## src/rtl/laser_pkg.sv

```systemverilog
// Shared types and sizing helpers for the two-circle coverage optimiser.
package laser_pkg;

  typedef enum logic [2:0] {
    ST_IDLE,
    ST_LOAD,
    ST_SWEEP1,
    ST_SWEEP2,
    ST_CHECK,
    ST_OUT
  } state_t;

  localparam int DEF_N_PTS    = 40;
  localparam int DEF_COORD_W  = 4;
  localparam int DEF_RADIUS   = 4;
  localparam int DEF_MAX_ITER = 8;

  function automatic int grid_side(input int cw);
    return 1 << cw;
  endfunction

  function automatic int cnt_width(input int n);
    return $clog2(n + 1);
  endfunction

  function automatic int sqd_width(input int cw);
    return 2 * cw + 1;
  endfunction

  function automatic logic [31:0] radius_sq(input int r);
    return 32'(r * r);
  endfunction

  localparam int G     = grid_side(DEF_COORD_W);
  localparam int CNT_W = cnt_width(DEF_N_PTS);
  localparam int SQD_W = sqd_width(DEF_COORD_W);

endpackage

```

## src/rtl/laser_in_circle.sv

```systemverilog
// Combinational test: is point (px,py) within RADIUS of centre (cx,cy).
module laser_in_circle
  import laser_pkg::*;
#(
  parameter int COORD_W = DEF_COORD_W,
  parameter int RADIUS  = DEF_RADIUS
) (
  input  logic [COORD_W-1:0] px,
  input  logic [COORD_W-1:0] py,
  input  logic [COORD_W-1:0] cx,
  input  logic [COORD_W-1:0] cy,
  output logic               hit
);

  localparam int          SQ_W = sqd_width(COORD_W);
  localparam logic [31:0] R_SQ = radius_sq(RADIUS);

  logic [COORD_W-1:0]   dx, dy;
  logic [2*COORD_W-1:0] dx2, dy2;
  logic [SQ_W-1:0]      dsum;

  always_comb begin
    dx   = (px >= cx) ? px - cx : cx - px;
    dy   = (py >= cy) ? py - cy : cy - py;
    dx2  = (2*COORD_W)'(dx) * (2*COORD_W)'(dx);
    dy2  = (2*COORD_W)'(dy) * (2*COORD_W)'(dy);
    dsum = SQ_W'(dx2) + SQ_W'(dy2);
    // compared at 32 bits so a large RADIUS cannot wrap
    hit  = (32'(dsum) <= R_SQ);
  end

endmodule

```

## src/rtl/laser_cover_opt.sv

```systemverilog
// Two-circle coverage optimiser: loads N_PTS points, alternates exhaustive C1/C2 sweeps.
// Define LASER_EARLY_EXIT_EN to stop once a full round brings no improvement.
module laser_cover_opt
  import laser_pkg::*;
#(
  parameter int N_PTS    = DEF_N_PTS,
  parameter int COORD_W  = DEF_COORD_W,
  parameter int RADIUS   = DEF_RADIUS,
  parameter int MAX_ITER = DEF_MAX_ITER
) (
  input  logic                         CLK,
  input  logic                         RST,
  input  logic                         IN_VALID,
  input  logic [COORD_W-1:0]           X,
  input  logic [COORD_W-1:0]           Y,
  output logic                         IN_READY,
  output logic [COORD_W-1:0]           C1X,
  output logic [COORD_W-1:0]           C1Y,
  output logic [COORD_W-1:0]           C2X,
  output logic [COORD_W-1:0]           C2Y,
  output logic [$clog2(N_PTS+1)-1:0]   COVER,
  output logic                         DONE
);

  localparam int CNT_W = cnt_width(N_PTS);
  localparam int RND_W = $clog2(MAX_ITER + 1);
  localparam int GSQ   = grid_side(COORD_W) * grid_side(COORD_W);

  state_t state, state_nx;

  logic [2*COORD_W-1:0] mem [N_PTS];
  logic [CNT_W-1:0]     load_cnt, pt_idx, acc, best_cnt, start_cnt, total;
  logic [2*COORD_W-1:0] cand;
  logic [RND_W-1:0]     round, round_inc;
  logic [COORD_W-1:0]   c1x, c1y, c2x, c2y;
  logic [COORD_W-1:0]   px, py, fx, fy;
  logic                 hit_c, hit_f, hit, other_valid;
  logic                 accept, load_full, last_pt, last_cand, exit_now;

  assign load_full = (load_cnt == CNT_W'(N_PTS));
  assign IN_READY  = ((state == ST_IDLE) || (state == ST_LOAD)) && !load_full;
  assign accept    = IN_VALID && IN_READY;
  assign last_pt   = (pt_idx == CNT_W'(N_PTS - 1));
  assign last_cand = (cand == (2*COORD_W)'(GSQ - 1));
  assign {px, py}  = mem[pt_idx];

  // fixed circle is whichever centre is not being swept
  assign fx          = (state == ST_SWEEP1) ? c2x : c1x;
  assign fy          = (state == ST_SWEEP1) ? c2y : c1y;
  assign other_valid = (state == ST_SWEEP2) || (round != '0);
  assign hit         = hit_c || (other_valid && hit_f);
  assign total       = acc + CNT_W'(hit);
  assign round_inc   = round + 1'b1;

`ifdef LASER_EARLY_EXIT_EN
  assign exit_now = (round_inc == RND_W'(MAX_ITER)) ||
                    ((round != '0) && (best_cnt == start_cnt));
`else
  assign exit_now = (round_inc == RND_W'(MAX_ITER));
`endif

  laser_in_circle #(.COORD_W(COORD_W), .RADIUS(RADIUS)) u_cand (
    .px (px),
    .py (py),
    .cx (cand[COORD_W-1:0]),
    .cy (cand[2*COORD_W-1:COORD_W]),
    .hit(hit_c)
  );

  laser_in_circle #(.COORD_W(COORD_W), .RADIUS(RADIUS)) u_fixed (
    .px (px),
    .py (py),
    .cx (fx),
    .cy (fy),
    .hit(hit_f)
  );

  always_ff @(posedge CLK) begin
    if (RST) state <= ST_IDLE;
    else     state <= state_nx;
  end

  always_comb begin
    state_nx = state;
    case (state)
      ST_IDLE:   if (accept) state_nx = ST_LOAD;
      ST_LOAD:   if (load_full) state_nx = ST_SWEEP1;
      ST_SWEEP1: if (last_pt && last_cand) state_nx = ST_SWEEP2;
      ST_SWEEP2: if (last_pt && last_cand) state_nx = ST_CHECK;
      ST_CHECK:  state_nx = exit_now ? ST_OUT : ST_SWEEP1;
      ST_OUT:    state_nx = ST_IDLE;
      default:   state_nx = ST_IDLE;
    endcase
  end

  // point memory is deliberately left out of reset
  always_ff @(posedge CLK) begin
    if (accept) mem[load_cnt] <= {X, Y};
  end

  always_ff @(posedge CLK) begin
    if (RST) begin
      load_cnt  <= '0;
      pt_idx    <= '0;
      acc       <= '0;
      cand      <= '0;
      round     <= '0;
      best_cnt  <= '0;
      start_cnt <= '0;
      c1x <= '0; c1y <= '0; c2x <= '0; c2y <= '0;
      C1X <= '0; C1Y <= '0; C2X <= '0; C2Y <= '0;
      COVER <= '0;
      DONE  <= 1'b0;
    end else begin
      DONE <= 1'b0;
      case (state)
        ST_IDLE: begin
          if (accept) load_cnt <= load_cnt + 1'b1;
        end
        ST_LOAD: begin
          if (accept) load_cnt <= load_cnt + 1'b1;
          if (load_full) begin
            load_cnt  <= '0;
            pt_idx    <= '0;
            acc       <= '0;
            cand      <= '0;
            round     <= '0;
            best_cnt  <= '0;
            start_cnt <= '0;
            c1x <= '0; c1y <= '0; c2x <= '0; c2y <= '0;
          end
        end
        ST_SWEEP1, ST_SWEEP2: begin
          if (last_pt) begin
            acc    <= '0;
            pt_idx <= '0;
            cand   <= cand + 1'b1;
            // strict compare keeps the incumbent on ties
            if (total > best_cnt) begin
              best_cnt <= total;
              if (state == ST_SWEEP1) begin
                c1x <= cand[COORD_W-1:0];
                c1y <= cand[2*COORD_W-1:COORD_W];
              end else begin
                c2x <= cand[COORD_W-1:0];
                c2y <= cand[2*COORD_W-1:COORD_W];
              end
            end
          end else begin
            acc    <= total;
            pt_idx <= pt_idx + 1'b1;
          end
        end
        ST_CHECK: begin
          round     <= round_inc;
          start_cnt <= best_cnt;
        end
        ST_OUT: begin
          C1X   <= c1x;
          C1Y   <= c1y;
          C2X   <= c2x;
          C2Y   <= c2y;
          COVER <= best_cnt;
          DONE  <= 1'b1;
        end
        default: ;
      endcase
    end
  end

endmodule
```

## config.mk

```make
export PLATFORM = sky130hd
export DESIGN_NAME = laser_cover_opt
export DESIGN_NICKNAME = d
export VERILOG_FILES = /design/src/rtl/laser_pkg.sv /design/src/rtl/laser_in_circle.sv /design/src/rtl/laser_cover_opt.sv
export SDC_FILE = /design/constraint.sdc
export NUM_CORES = 1
export LEC_CHECK = 0
export CAP_MARGIN = 20
export CORE_MARGIN = 4
export CORE_UTILIZATION = 40
export CTS_BUF_LIST = sky130_fd_sc_hd__clkbuf_16
export CTS_CLUSTER_DIAMETER = 50
export DETAILED_ROUTE_END_ITERATION = 8
export HOLD_SLACK_MARGIN = 0.1
export PLACE_DENSITY_LB_ADDON = 0.25
export SLEW_MARGIN = 5
export SYNTH_ARGS = -nofsm -noshare
export SYNTH_HDL_FRONTEND = slang
export SYNTH_SLANG_ARGS = --single-unit
```

## constraint.sdc

```tcl
create_clock -name CLK -period 10.7 [get_ports CLK]
set_input_delay 2.14 -clock CLK [delete_from_list [all_inputs] [get_ports CLK]]
set_output_delay 2.14 -clock CLK [all_outputs]
set_load 0.02 [all_outputs]
```

# Yosys cells after proc, flatten, opt, wreduce, memory -nomap -nowiden
# Memory sizes are Yosys's and may differ from the RTL's. A register that Yosys moved wholly into a read port is not among the register bits.
# Index checks and enable logic that the tools add are counted.
# op_classes
add_sub_neg	15
multipliers	4
magnitude_cmp	7
eq_ne	17
mux	49
reduce_logical	21
# ops
cell	count
4-bit 2-to-1 mux	19
6-bit 2-to-1 mux	9
6-bit case mux with 2 select lines	4
4-bit case mux with 2 select lines	5
4-bit by 4-bit multiplier with 8-bit output	4
4-bit subtractor	8
8-bit by 8-bit adder with 9-bit output	2
9-bit by 5-bit <= comparator with 1-bit output, second input constant	2
4-bit >= comparator	4
8-bit 2-to-1 mux	2
8-bit case mux with 2 select lines	1
3-bit 2-to-1 mux	5
3-bit case mux with 5 select lines	1
6-bit by 1-bit adder with 6-bit output, second input constant	2
6-bit equality test, second input constant	2
2-bit inequality test, second input constant	6
5-bit AND reduction	2
8-bit by 1-bit adder with 8-bit output, second input constant	1
8-bit equality test, second input constant	1
4-bit AND reduction	2
6-bit by 1-bit adder with 6-bit output	1
3-bit by 2-bit equality test with 1-bit output, second input constant	2
3-bit equality test, second input constant	2
6-bit > comparator	1
14 further kinds	25
# totals
ff_bits	78
ramBits	320
in_bits	11
elab_cells	131
memories	1
# memory_table
name	depth	word_bits	read_ports	rd_ports_with_merged_regs	wr	line	source
mem	40	8	1	1	1	laser_cover_opt.sv:31	logic [2*COORD_W-1:0] mem [N_PTS];

# Depth between registers and ports, before layout
# depth
ltp_word	14
mapped_depth	42

# By module
# From an unflattened synthesis, not the netlist that was laid out.
# hier_totals
cells_unflattened	1375
hier_area_um2	19065.8
# modules_own_cells
mod	instances	cells_per_inst	area_per_inst_um2	seq_area_each_um2
laser_cover_opt	1	1023	16208.0	11290.8
laser_in_circle	2	176	1428.9	0.0

# Worst setup path after synthesis
# Ideal clock, no wire load.
# synth_timing
path_type	reg-to-reg
from	reg with a tool-made name
to	reg best_cnt[0]
setup_ps	88
arrival_time_ps	8934
required_ps	10612
path_slack_ps	1678
path_stages_with_launch	35
n_path_buf	3
path_cell_list	dfxtp_1 -> buf_4 -> buf_2 -> mux4_2 -> mux2_2 -> mux2i_1 -> inv_1 -> fa_1 -> a21oi_1 -> nor2_1 -> or4b_1 -> a21oi_1 -> a21o_1 -> nand2b_1 -> fa_1 -> fa_1 -> fa_1 -> inv_1 -> fa_1 -> ha_1 -> inv_1 -> fa_1 -> a31oi_1 -> o41ai_1 -> ha_1 -> ha_1 -> nand3_1 -> xnor2_1 -> ha_1 -> and4_1 -> and3_1 -> a31o_2 -> or3_1 -> buf_2 -> o32ai_2
# synth_lines
item	line	source
end signal: assignment	laser_cover_opt.sv:140	best_cnt <= total;
end: declaration	laser_cover_opt.sv:32	logic [CNT_W-1:0] load_cnt, pt_idx, acc, best_cnt, start_cnt, total;

==> impl_metrics.tcl <==
set metrics [dict create \
    outcome "finished, final reports clean" \
    post-route-min-period_ps 10100 \
    nets 1575 \
    cts_tree "built" \
    first_pass_iters 5 \
    peakVddDrop_v 0.0001296 \
    syn-num-nets 1517 \
    r2r-end "best_cnt[2]" \
    critical_path_class "flip-flop to flip-flop" \
    routed_wl_um 42270 \
    dieArea_sq_mm 0.05074 \
    route.detailed.drc 0 \
    p_comb_frac 0.279 \
    setup_viol 0 \
    core_sq_mm 0.04656 \
    diodes 0 \
    holdWs_ps 453.7 \
    drtIter0Drc 852 \
    max_cap_violations 0 \
    yosysWarnings 0 \
    track_usage 0.1664 \
    cts_sinks 404 \
    timing.final.ws_setup_ps 603.4 \
    syn_avg_cell_area_sq_um 13.49 \
    required_ps 11150 \
    final_common_cell "edfxtp_1" \
    critPathMaxFanout 32 \
    p_clk_frac 0.323 \
    hold_start "C2Y[0]" \
    ys_ff_latch 404 \
    cts-buffers-inserted 44 \
    cts_hold_buf 0 \
    power_switching_mw 1.306 \
    start_util 0.4055 \
    worst_pin_slew_ps 879.2 \
    grt_max_degree 75 \
    clock_latency_ps 570 \
    pre_cts_slack_ps 227.0 \
    grt_overflow 0 \
    switching_share 0.3038 \
    antenna_found_initial 0 \
    wire_per_inst_um 20.15 \
    worstPathArrival_ps 10540 \
    clock_path_buffers 3 \
    root_buffer "clkbuf_16" \
    rrSetupSlack_ps 600 \
    synth_edf_count 320 \
    htreeDepth 2 \
    vias_per_cell 5.294 \
    holdPathEnd "C2Y[0]" \
    place_area_sq_mm 0.01997 \
    power.leakage_nw 7.365 \
    rows 79 \
    dpl.hpwl_um 28110 \
    finalPower_mw 4.301 \
    clk_pin_slew_worst_paths_ps 60 \
    grt_pass1_wl_um 65660 \
    place.gp.congestion 0.8010 \
    synthCells 1400 \
    cpMostUsedCell "fa_1" \
    ant_nets 0 \
    final_cell_mix "320 x edfxtp_1, 165 x mux2i_1, 88 x inv_1, 88 x nor2_1, 82 x dfxtp_1" \
    hold_path_class "flip-flop to flip-flop" \
    fin_crit_sh 0.9436 \
    vias 11110 \
    maxSlewHeadroom 0.4117 \
    io-pin-count 35 \
    hold_violations 0 \
    die_w_um 225.3 \
    synth_cell_types 68 \
    yosysSeqAreaShare 0.5981 \
    fin_tns_setup_ps 0 \
    rsz0062_at_grt "no" \
    fmax_mhz 99.04 \
    intPower_mw 2.994 \
    grt_pass1_vias 11220 \
    endpoint_kind "flip-flop" \
    drive_gt1_frac 0.1100 \
    worst_path_max_delay_cell "fa_1" \
    reg2reg_depth 37 \
    power_density_mw_per_mm2 201.1 \
    slew_viol_final 0 \
    slowest_delay_ps 550 \
    die_h_um 225.3 \
    seqPwrFrac 0.399 \
    clock_skew_ps 16.84 \
    synth_area_sq_mm 0.01888 \
    syn_to_final_growth_pct 13.29 \
    numPortBuffers 34 \
    synthArstFlopShare 0 \
    cp-start-kind "flip-flop" \
    fin_area_sq_mm 0.02139 \
    synth_flop_cell "edfxtp_1" \
    min_path_cells 2 \
]
[cell usage after synthesis (all sizes together), types with 6 or more instances]
cell type / count / area share
nor4: 8 / 0.0027
ha: 76 / 0.050
nor2b: 20 / 0.0066
xor2: 14 / 0.0065
o32ai: 6 / 0.0032
a21oi: 78 / 0.021
or2: 7 / 0.0023
nand3: 15 / 0.0040
fa: 30 / 0.032
mux2i: 165 / 0.087
nand4: 8 / 0.0027
a21o: 9 / 0.0036
buf: 34 / 0.011
nor2: 90 / 0.018
clkbuf: 32 / 0.0064
nand2b: 30 / 0.0099
o21ai: 22 / 0.0064
inv: 79 / 0.016
nand2: 81 / 0.017
xnor2: 15 / 0.0070
mux4: 16 / 0.019
dfxtp: 84 / 0.089
mux2: 12 / 0.0072
a22oi: 63 / 0.026
o21bai: 8 / 0.0034
nor3: 14 / 0.0046
edfxtp: 320 / 0.51
[through the flow]
step / utilization / instances
finish: 0.4594 / 2098
global route: 0.4594 / 2098
CTS: 0.4571 / 2090
detailed placement: 0.4289 / 2011
global placement: 0.4289 / 2011
floorplan: - / 1400
[power by group through the flow]
| stage | sequential [mW] | clock, mW | combinational, mW |
|---|---|---|---|
| floorplan | 1.74 | 0 | 0.885 |
| global placement | 1.75 | 0 | 1.16 |
| detailed placement | 1.75 | 0 | 1.18 |
| CTS | 1.72 | 1.42 | 1.19 |
| global route | 1.71 | 1.49 | 1.39 |
| finish | 1.71 | 1.39 | 1.20 |
[flip-flops by register name, summed over array words and instances (netlist names), named ones only]
| signal | cells |
|---|---|
| mem | 320 |
| cand | 8 |
| COVER | 6 |
| acc | 6 |
| best_cnt | 6 |
| load_cnt | 6 |
| pt_idx | 6 |
| C1X | 4 |
| C1Y | 4 |
| C2X | 4 |
| C2Y | 4 |
| c1x | 4 |
| c1y | 4 |
| c2x | 4 |
| c2y | 4 |
| round | 4 |
| state | 3 |
| DONE | 1 |
[routing by layer]
layer  track usage  vias up  routed length, um
li1              -     5312                  -
met1        0.2331     5507              19210
met2        0.2685      234              20010
met3       0.03569       51               2229
met4       0.03575        2                763
met5      0.009488        -                 62
[how the worst max path moves through the flow]
stage,start,end,slack [ps],depth (start not counted)
floorplan,flip-flop,best_cnt[0],1680,34
global placement,flip-flop,best_cnt[0],430,37
detailed placement,flip-flop,best_cnt[0],230,37
CTS,flip-flop,best_cnt[2],150,37
global route,flip-flop,best_cnt[0],100,37
finish,flip-flop,best_cnt[2],600,37
[area by class of cell]
cell class	instances	area [sq um]
Timing Repair Buffer	78	726.9
Tap cell	607	759.5
Sequential cell	404	11300
Clock inverter	35	212.7
Fill cell	4127	25170
Multi-Input combinational cell	851	6997
Inverter	79	296.5
Clock buffer	44	1101
[critical path, delay by kind of cell, from the launching register on]
kind | cells | cell delay, ps
fa+ha+maj | 11 | 3960
flops | 1 | 530
buf+inv | 4 | 700
simple gates | 10 | 2130
mux | 1 | 310
compound gates | 10 | 2140
xor+xnor | 1 | 210
[logic make-up after synthesis]
logic type	Yosys count	synth area share
AO/OA/AOI/OAI	224	0.08059
XOR/XNOR	29	0.01345
adder cells (fa/ha/maj)	106	0.08218
buffers and inverters	145	0.03300
flip-flops	404	0.5981
multiplexers	193	0.1137
AND/OR/NAND/NOR	299	0.07900
[timing repair]
item	4_1_cts	5_1_grt
endpoints found under the setup margin	0	22
setup buffers	0	8
resized for setup	0	8
Note: power is estimated with default switching activity, not from simulation.
